`config.mk`:
```
export PLATFORM = sky130hd
export DESIGN_NAME = alu_issue_flat
export DESIGN_NICKNAME = d
export VERILOG_FILES = /design/src/rtl/alu_issue_if.sv /design/src/rtl/alu_issue.sv /design/src/flat_wrapper.sv
export SDC_FILE = /design/constraint.sdc
export NUM_CORES = 2
export LEC_CHECK = 0
export CORE_ASPECT_RATIO = 0.7
export CORE_MARGIN = 4
export CORE_UTILIZATION = 45
export DETAILED_ROUTE_END_ITERATION = 6
export GPL_ROUTABILITY_DRIVEN = 1
export HOLD_SLACK_MARGIN = 0.08
export PLACE_DENSITY = 0.61
export SLEW_MARGIN = 30
export SYNTH_ARGS = -nofsm -noshare
export SYNTH_HDL_FRONTEND = slang
export SYNTH_SLANG_ARGS = --single-unit
```
`constraint.sdc`:
```
create_clock -name clock -period 29.9 [get_ports clock]
set_input_delay 5.98 -clock clock [delete_from_list [all_inputs] [get_ports clock]]
set_output_delay 5.98 -clock clock [all_outputs]
set_load 0.01 [all_outputs]
```
`src/rtl/alu_issue_if.sv`:
```
// Instruction and result handshake bundle between the issue stage and its neighbours.
// master = upstream/downstream environment, slave = alu_issue.
interface alu_issue_if;
    logic        in_valid;
    logic        in_ready;
    logic [31:0] in_instr;
    logic        out_valid;
    logic        out_ready;
    logic [3:0]  out_rd;
    logic [31:0] out_data;

    modport master (
        output in_valid,
        output in_instr,
        output out_ready,
        input  in_ready,
        input  out_valid,
        input  out_rd,
        input  out_data
    );

    modport slave (
        input  in_valid,
        input  in_instr,
        input  out_ready,
        output in_ready,
        output out_valid,
        output out_rd,
        output out_data
    );
endinterface

```
`src/rtl/alu_issue.sv`:
```
// Issue/writeback stage in front of a combinational ALU: owns a 16x32 register file,
// holds one instruction in an EX latch and writes the result back on acceptance.
module alu_issue #(
    parameter int IMM_W = 12
) (
    input  logic        clock,
    input  logic        reset,
    alu_issue_if.slave  bus,
    output logic [3:0]  alu_opcode,
    output logic [31:0] alu_reg1,
    output logic [31:0] alu_reg2,
    input  logic [31:0] alu_out,
    output logic        div0,
    input  logic [3:0]  dbg_addr,
    output logic [31:0] dbg_data
);
    localparam logic [3:0] OP_DIV = 4'b0011;

    logic        ex_valid_reg;
    logic [3:0]  ex_op_reg;
    logic [3:0]  ex_rd_reg;
    logic [31:0] ex_a_reg;
    logic [31:0] ex_b_reg;
    logic        div0_reg;
    logic [31:0] rf_reg [16];

    logic        accept;
    logic        wb;
    logic        div_by_zero;
    logic [31:0] result;
    logic [15:0] we;
    logic [3:0]  rs1;
    logic [3:0]  rs2;
    logic        use_imm;
    logic [31:0] imm_ext;
    logic [31:0] op_a_next;
    logic [31:0] op_b_next;

    function automatic logic [31:0] rf_read(input logic [3:0] addr);
        return (addr == 4'd0) ? 32'd0 : rf_reg[addr];
    endfunction

    assign rs1     = bus.in_instr[23:20];
    assign rs2     = bus.in_instr[19:16];
    assign use_imm = bus.in_instr[15];
    assign imm_ext = {{(32 - IMM_W){bus.in_instr[IMM_W-1]}}, bus.in_instr[IMM_W-1:0]};

    generate
        if (IMM_W < 15) begin : g_imm_gap
            logic unused_imm_bits;
            assign unused_imm_bits = ^bus.in_instr[14:IMM_W];
        end
    endgenerate

    assign bus.in_ready = !ex_valid_reg || bus.out_ready;
    assign accept       = bus.in_valid && bus.in_ready;
    assign wb           = ex_valid_reg && bus.out_ready;

    assign div_by_zero  = (ex_op_reg == OP_DIV) && (ex_b_reg == 32'd0);
    assign result       = div_by_zero ? 32'hFFFF_FFFF : alu_out;

    assign alu_opcode   = ex_op_reg;
    assign alu_reg1     = ex_a_reg;
    assign alu_reg2     = ex_b_reg;
    assign bus.out_valid = ex_valid_reg;
    assign bus.out_rd    = ex_rd_reg;
    assign bus.out_data  = result;
    assign div0          = div0_reg;
    assign dbg_data      = rf_read(dbg_addr);

    // Bypass: the result being written this edge is newer than the regfile copy.
    always_comb begin
        op_a_next = rf_read(rs1);
        op_b_next = use_imm ? imm_ext : rf_read(rs2);
        if (wb && (ex_rd_reg != 4'd0)) begin
            if (rs1 == ex_rd_reg)
                op_a_next = result;
            if (!use_imm && (rs2 == ex_rd_reg))
                op_b_next = result;
        end
    end

    // r0 never gets a write enable, so it stays at its reset value of zero.
    generate
        for (genvar gi = 0; gi < 16; gi++) begin : g_we
            if (gi == 0) begin : g_r0
                assign we[gi] = 1'b0;
            end else begin : g_rn
                assign we[gi] = wb && (ex_rd_reg == 4'(gi));
            end
        end
    endgenerate

    always_ff @(posedge clock or posedge reset) begin
        if (reset) begin
            for (int i = 0; i < 16; i++)
                rf_reg[i] <= 32'd0;
        end else begin
            for (int i = 0; i < 16; i++)
                if (we[i])
                    rf_reg[i] <= result;
        end
    end

    always_ff @(posedge clock or posedge reset) begin
        if (reset) begin
            ex_valid_reg <= 1'b0;
            ex_op_reg    <= 4'd0;
            ex_rd_reg    <= 4'd0;
            ex_a_reg     <= 32'd0;
            ex_b_reg     <= 32'd0;
        end else if (bus.in_ready) begin
            ex_valid_reg <= accept;
            if (accept) begin
                ex_op_reg <= bus.in_instr[31:28];
                ex_rd_reg <= bus.in_instr[27:24];
                ex_a_reg  <= op_a_next;
                ex_b_reg  <= op_b_next;
            end
        end
    end

    always_ff @(posedge clock or posedge reset) begin
        if (reset)
            div0_reg <= 1'b0;
        else if (wb && div_by_zero)
            div0_reg <= 1'b1;
    end
endmodule

```
`src/flat_wrapper.sv`:
```
// flat-port wrapper written by rule: the top's interface ports become plain ports
module alu_issue_flat 
#(
    parameter int IMM_W = 12
)
  (clock, reset, alu_opcode, alu_reg1, alu_reg2, alu_out, div0, dbg_addr, dbg_data, bus_in_valid, bus_in_instr, bus_out_ready, bus_in_ready, bus_out_valid, bus_out_rd, bus_out_data);
  alu_issue_if bus_i ();
  input  logic clock;
  input  logic reset;
  output logic [3:0] alu_opcode;
  output logic [31:0] alu_reg1;
  output logic [31:0] alu_reg2;
  input  logic [31:0] alu_out;
  output logic div0;
  input  logic [3:0] dbg_addr;
  output logic [31:0] dbg_data;
  input wire logic [$bits(bus_i.in_valid)-1:0] bus_in_valid;
  input wire logic [$bits(bus_i.in_instr)-1:0] bus_in_instr;
  input wire logic [$bits(bus_i.out_ready)-1:0] bus_out_ready;
  output wire logic [$bits(bus_i.in_ready)-1:0] bus_in_ready;
  output wire logic [$bits(bus_i.out_valid)-1:0] bus_out_valid;
  output wire logic [$bits(bus_i.out_rd)-1:0] bus_out_rd;
  output wire logic [$bits(bus_i.out_data)-1:0] bus_out_data;
  assign bus_i.in_valid = bus_in_valid;
  assign bus_i.in_instr = bus_in_instr;
  assign bus_i.out_ready = bus_out_ready;
  assign bus_in_ready = bus_i.in_ready;
  assign bus_out_valid = bus_i.out_valid;
  assign bus_out_rd = bus_i.out_rd;
  assign bus_out_data = bus_i.out_data;
  alu_issue #(.IMM_W(IMM_W)) u_core (.clock(clock), .reset(reset), .bus(bus_i), .alu_opcode(alu_opcode), .alu_reg1(alu_reg1), .alu_reg2(alu_reg2), .alu_out(alu_out), .div0(div0), .dbg_addr(dbg_addr), .dbg_data(dbg_data));
endmodule
```
Word level (Yosys, flattened, before mapping)
Index checks and enable logic that the tools add are counted.
- register bits: 554
- input bits: 72
- output and inout bits: 139
- word-level logic and storage cells: 93
- order comparisons: 3
- eq/ne operators: 18
- muxes and demuxes: 18
- bitwise gates (word level): 3
- reduce and logical (&&, ||, !) cells: 30
- operators with widths (cell ; number):
    32-bit 2-to-1 mux ; 15
    32-bit binary-select mux with 4-bit select ; 3
    4-bit == test (second input constant) ; 8
    32-bit zero test ; 1
    1-bit logical AND ; 21
    4-bit by 3-bit == test with 1-bit output (second input constant) ; 4
    5-bit greater-or-equal comparator (second input constant) ; 3
    4-bit inverter with 5-bit output ; 3
    4-bit by 2-bit == test with 1-bit output (second input constant) ; 3
    4-bit zero test ; 3
    4-bit == test ; 2
    4-bit by 1-bit == test with 1-bit output (second input constant) ; 1
    4-bit nonzero test ; 1
    1-bit zero test ; 2
    2-bit AND reduction ; 1
    1-bit logical OR ; 1

Depth between registers and ports, before layout
- word-level depth: 8
- gate-level depth with buffers: 8

Least setup slack after synthesis
Ideal clock, no wire load.
- path kind: input to output
- start point: input dbg_addr[1]
- end point: output dbg_data[1]
- arrival time: 7.570 ns
- required time: 23.920 ns
- slack: 16.350 ns
- cell stages on the path: 5
- path buffers: 3
- cell sequence: clkbuf_1 > clkbuf_1 > clkbuf_1 > mux4_2 > mux4_2
- cells in the longest elaborated chain, start to end: 5
- elaborated cells on any way between the ends: 6
- RTL lines (what ; RTL line ; text):
    from (decl) ; flat_wrapper.sv:15 ; input logic [3:0] dbg_addr;
    4-bit inverter with 5-bit output (not written as such) ; alu_issue.sv:40 ; return (addr == 4'd0) ? 32'd0 : rf_reg[addr];
    32-bit binary-select mux with 4-bit select ; alu_issue.sv:40 ;
    32-bit 2-to-1 mux (not written as such) (2 in a row) ; alu_issue.sv:40 ;
    32-bit 2-to-1 mux (*) ; alu_issue.sv:40 ;
    to (decl) ; flat_wrapper.sv:16 ; output logic [31:0] dbg_data;
Every way passes the cells marked *; elsewhere a longest branch is shown, timed or not. The select of a mux whose other input is x is not followed.

Final worst setup path
- start point: input dbg_addr[0]
- end point: output dbg_data[31]
Same word-level chain as after synthesis.

==> reports/metrics.yaml <==
floorplanning:
  ios: 211
  die_h_um: 231
  die_width_um: 327
  die-area_um2: 75400
  std_cell_rows: 81
  core_um2: 70100
  start_util: 0.456
finish:
  fin_nets: 3121
  largest_reg_flops: 480
  syn_to_final_growth_pct: 15.6
  num_antenna_cells: 0
  finish.instance_area_um2: 37000
  drive_gt1_frac: 0.201
  fillers: 6083
placed_design:
  place_congestion: 0.840
  io_buffer_count: 207
  dp_hpwl_mm: 66.2
  placed_cell_area_um2: 34700
sta:
  tns_ns: 0
  clock_skew_ns: 0.0234
  fmax_ghz: 0.0653
  hold_viol: 0
  setup_viol_count_final: 0
  tightestPinTransition_ns: 1.06
  grt_setup_unrepaired: "false"
  slew_viol_final: 0
  relSlewSlack: 0.292
  min_period_over_period: 0.512
  period_needed_ns: 15.31
synthesis:
  synth-warning-count: 0
  synth_cell_types: 41
  postSynthCellCount: 3017
  synth_nets: 3089
  synth_top_area_frac: 0.434
  ys_seq_area_frac: 0.434
  ys.flop_type: "dfrtp_1"
  yosysMostFrequentCell: "dfrtp_1"
  synth_common_cells: "554 x dfrtp_1, 426 x nor2_1, 353 x a21oi_1"
  syn_avg_cell_area_um2: 10.6
  ys_async_sr_fraction: 1.00
  syn_area_um2: 32000
  synth_top_area_cell: "dfrtp_1"
  yosys_register_bits: 554
  synthTopCellsByArea: "dfrtp_1 43%, mux4_2 20%, a21oi_1 5.5%"
  synth_edf_count: 0
outcome:
  status: "finished, violations left"
  failed_checks: "DRC"
min_path:
  worstHoldPathType: "reg2reg"
drt:
  vias: 26770
  drt_pre_antenna_iters: 7
  wl_per_cell_um: 28.9
  drt-initial-drc-count: 3585
  wirelength_mm: 117
  postRouteAntennaNets: 0
  drc: 11
  viasPerCell: 6.61
worst_setup_path:
  arrival_ns: 9.33
  critPathLaunch: "dbg_addr[0]"
  worst_setup_path_end_kind: "output port"
  cp_max_fo: 43
  reg2reg_depth: 7
  regToRegEndpoint: "u_core.alu_reg2[24]$_DFFE_PP0P_"
  start_kind: "input port"
  critPathKind: "in2out"
  crit_required_ns: 23.92
  worstReg2RegStart: "u_core.alu_opcode[1]$_DFFE_PP0P_"
  r2r_setup_slack_ns: 26.48
  critPathCapture: "dbg_data[31]"
pwr:
  finalPower_w: 0.00337
  vdd_drop_max_mv: 0.0540
  power.leakage_nw: 15.0
  pwr_density_cell_nw_per_um2: 91.1
clock_network:
  clk_pin_slew_ns: 0.06
  post-cts-setup-buffers: 0
  root_buffer: "clkbuf_16"
  cts_hold_buf: 0
  clkSinkCount: 554
  clock_latency_ns: 0.64
  cts_tree: "done"
  htreeDepth: 2
  cts_buffers: 58
  postCtsResizedCells: 0
  cts_buffer_depth: 3
global_route:
  grt_util_all_layers: 0.307
  grt_overflow: 0
  grt_max_degree: 157
  use_met2: 0.450
  top_usage_layer: "met2"
  antenna_found_initial: 0
  grt_pass1_wl_mm: 175
  grt_pass1_vias: 26534
  use_met1: 0.446
  grt.met3_usage: 0.0842
run:
  drv_cap: 0
==> layout make-up <==
| type | instances | area (um2) | share of cell area |
|---|---|---|---|
| inverter | 67 | 259 | 0.00701 |
| timing repair buffer | 285 | 2790 | 0.0755 |
| tap | 954 | 1190 | 0.0323 |
| sequential | 554 | 13900 | 0.375 |
| multi-input combinational | 2083 | 16700 | 0.452 |
| clock buffer | 77 | 1650 | 0.0448 |
| clock inverter | 31 | 478 | 0.0129 |
==> worst max-delay path, cell delays in order <==
cell and delay [ns]:
buf_6 0.27, buf_4 0.47, nor2b_4 0.77, buf_4 0.48, a22oi_1 0.14, o21ai_0 0.26, a22o_1 0.30, clkdlybuf4s50_1 0.58
==> worst min path at each step <==
stage,cells past startpoint,startpoint,endpoint
final,1,u_core.div0$_DFFE_PP0P_,u_core.div0$_DFFE_PP0P_
after global routing,1,u_core.div0$_DFFE_PP0P_,u_core.div0$_DFFE_PP0P_
after CTS,1,u_core.div0$_DFFE_PP0P_,u_core.div0$_DFFE_PP0P_
after detailed placement,2,u_core.alu_reg1[12]$_DFFE_PP0P_,u_core.alu_reg1[12]$_DFFE_PP0P_
after global placement,1,u_core.div0$_DFFE_PP0P_,u_core.div0$_DFFE_PP0P_
after floorplan,2,u_core.rf_reg[235]$_DFFE_PP0P_,u_core.rf_reg[235]$_DFFE_PP0P_
==> metrics by stage <==
step | util | worst slack [ns] | std cells | hold slack, ns
2_1_floorplan | - | 8.43 | 3017 | 0.479
3_3_place_gp | 0.493 | 14.66 | 3936 | 0.473
3_5_place_dp | 0.495 | 14.66 | 3938 | 0.476
4_1_cts | 0.525 | 14.66 | 4046 | 0.496
5_1_grt | 0.527 | 14.50 | 4051 | 0.519
6_report | 0.527 | 14.59 | 4051 | 0.490
==> power breakdown <==
part	total [W]	switching, W	leakage (nW)	internal [W]
logic	0.00112	0.000476	7.20	0.000647
registers	0.00142	0.000343	6.77	0.00108
clock network	0.000820	0.000328	1.05	0.000492
==> routing by layer <==
metal,routed length [um],share of wire
met4,4250,0.036
met3,13900,0.12
met2,50800,0.43
met5,0,0
met1,48000,0.41
==> kinds of logic (layout without fill, tap and decap cells) <==
group,after synthesis,after routing,synth area share
and+or+nand+nor,877,877,0.118
buffers and inverters,380,460,0.0505
muxes,427,427,0.246
AOI/OAI and AO/OA,771,771,0.149
xor gates and xnor gates,8,8,0.00219
DFF,554,554,0.434
==> layout by cell type (no fill, tap or decap), types with 66 or more instances in the layout <==
cell / instances
dfrtp_1: 554
nor2_1: 404
a21oi_1: 352
mux4_2: 277
nand2_1: 229
clkdlybuf4s50_1: 196
o21ai_0: 156
a221oi_1: 139
mux2_2: 105
nor2b_1: 74
buf_4: 68
nor3_1: 66
Note: power is estimated with default switching activity, not from simulation.
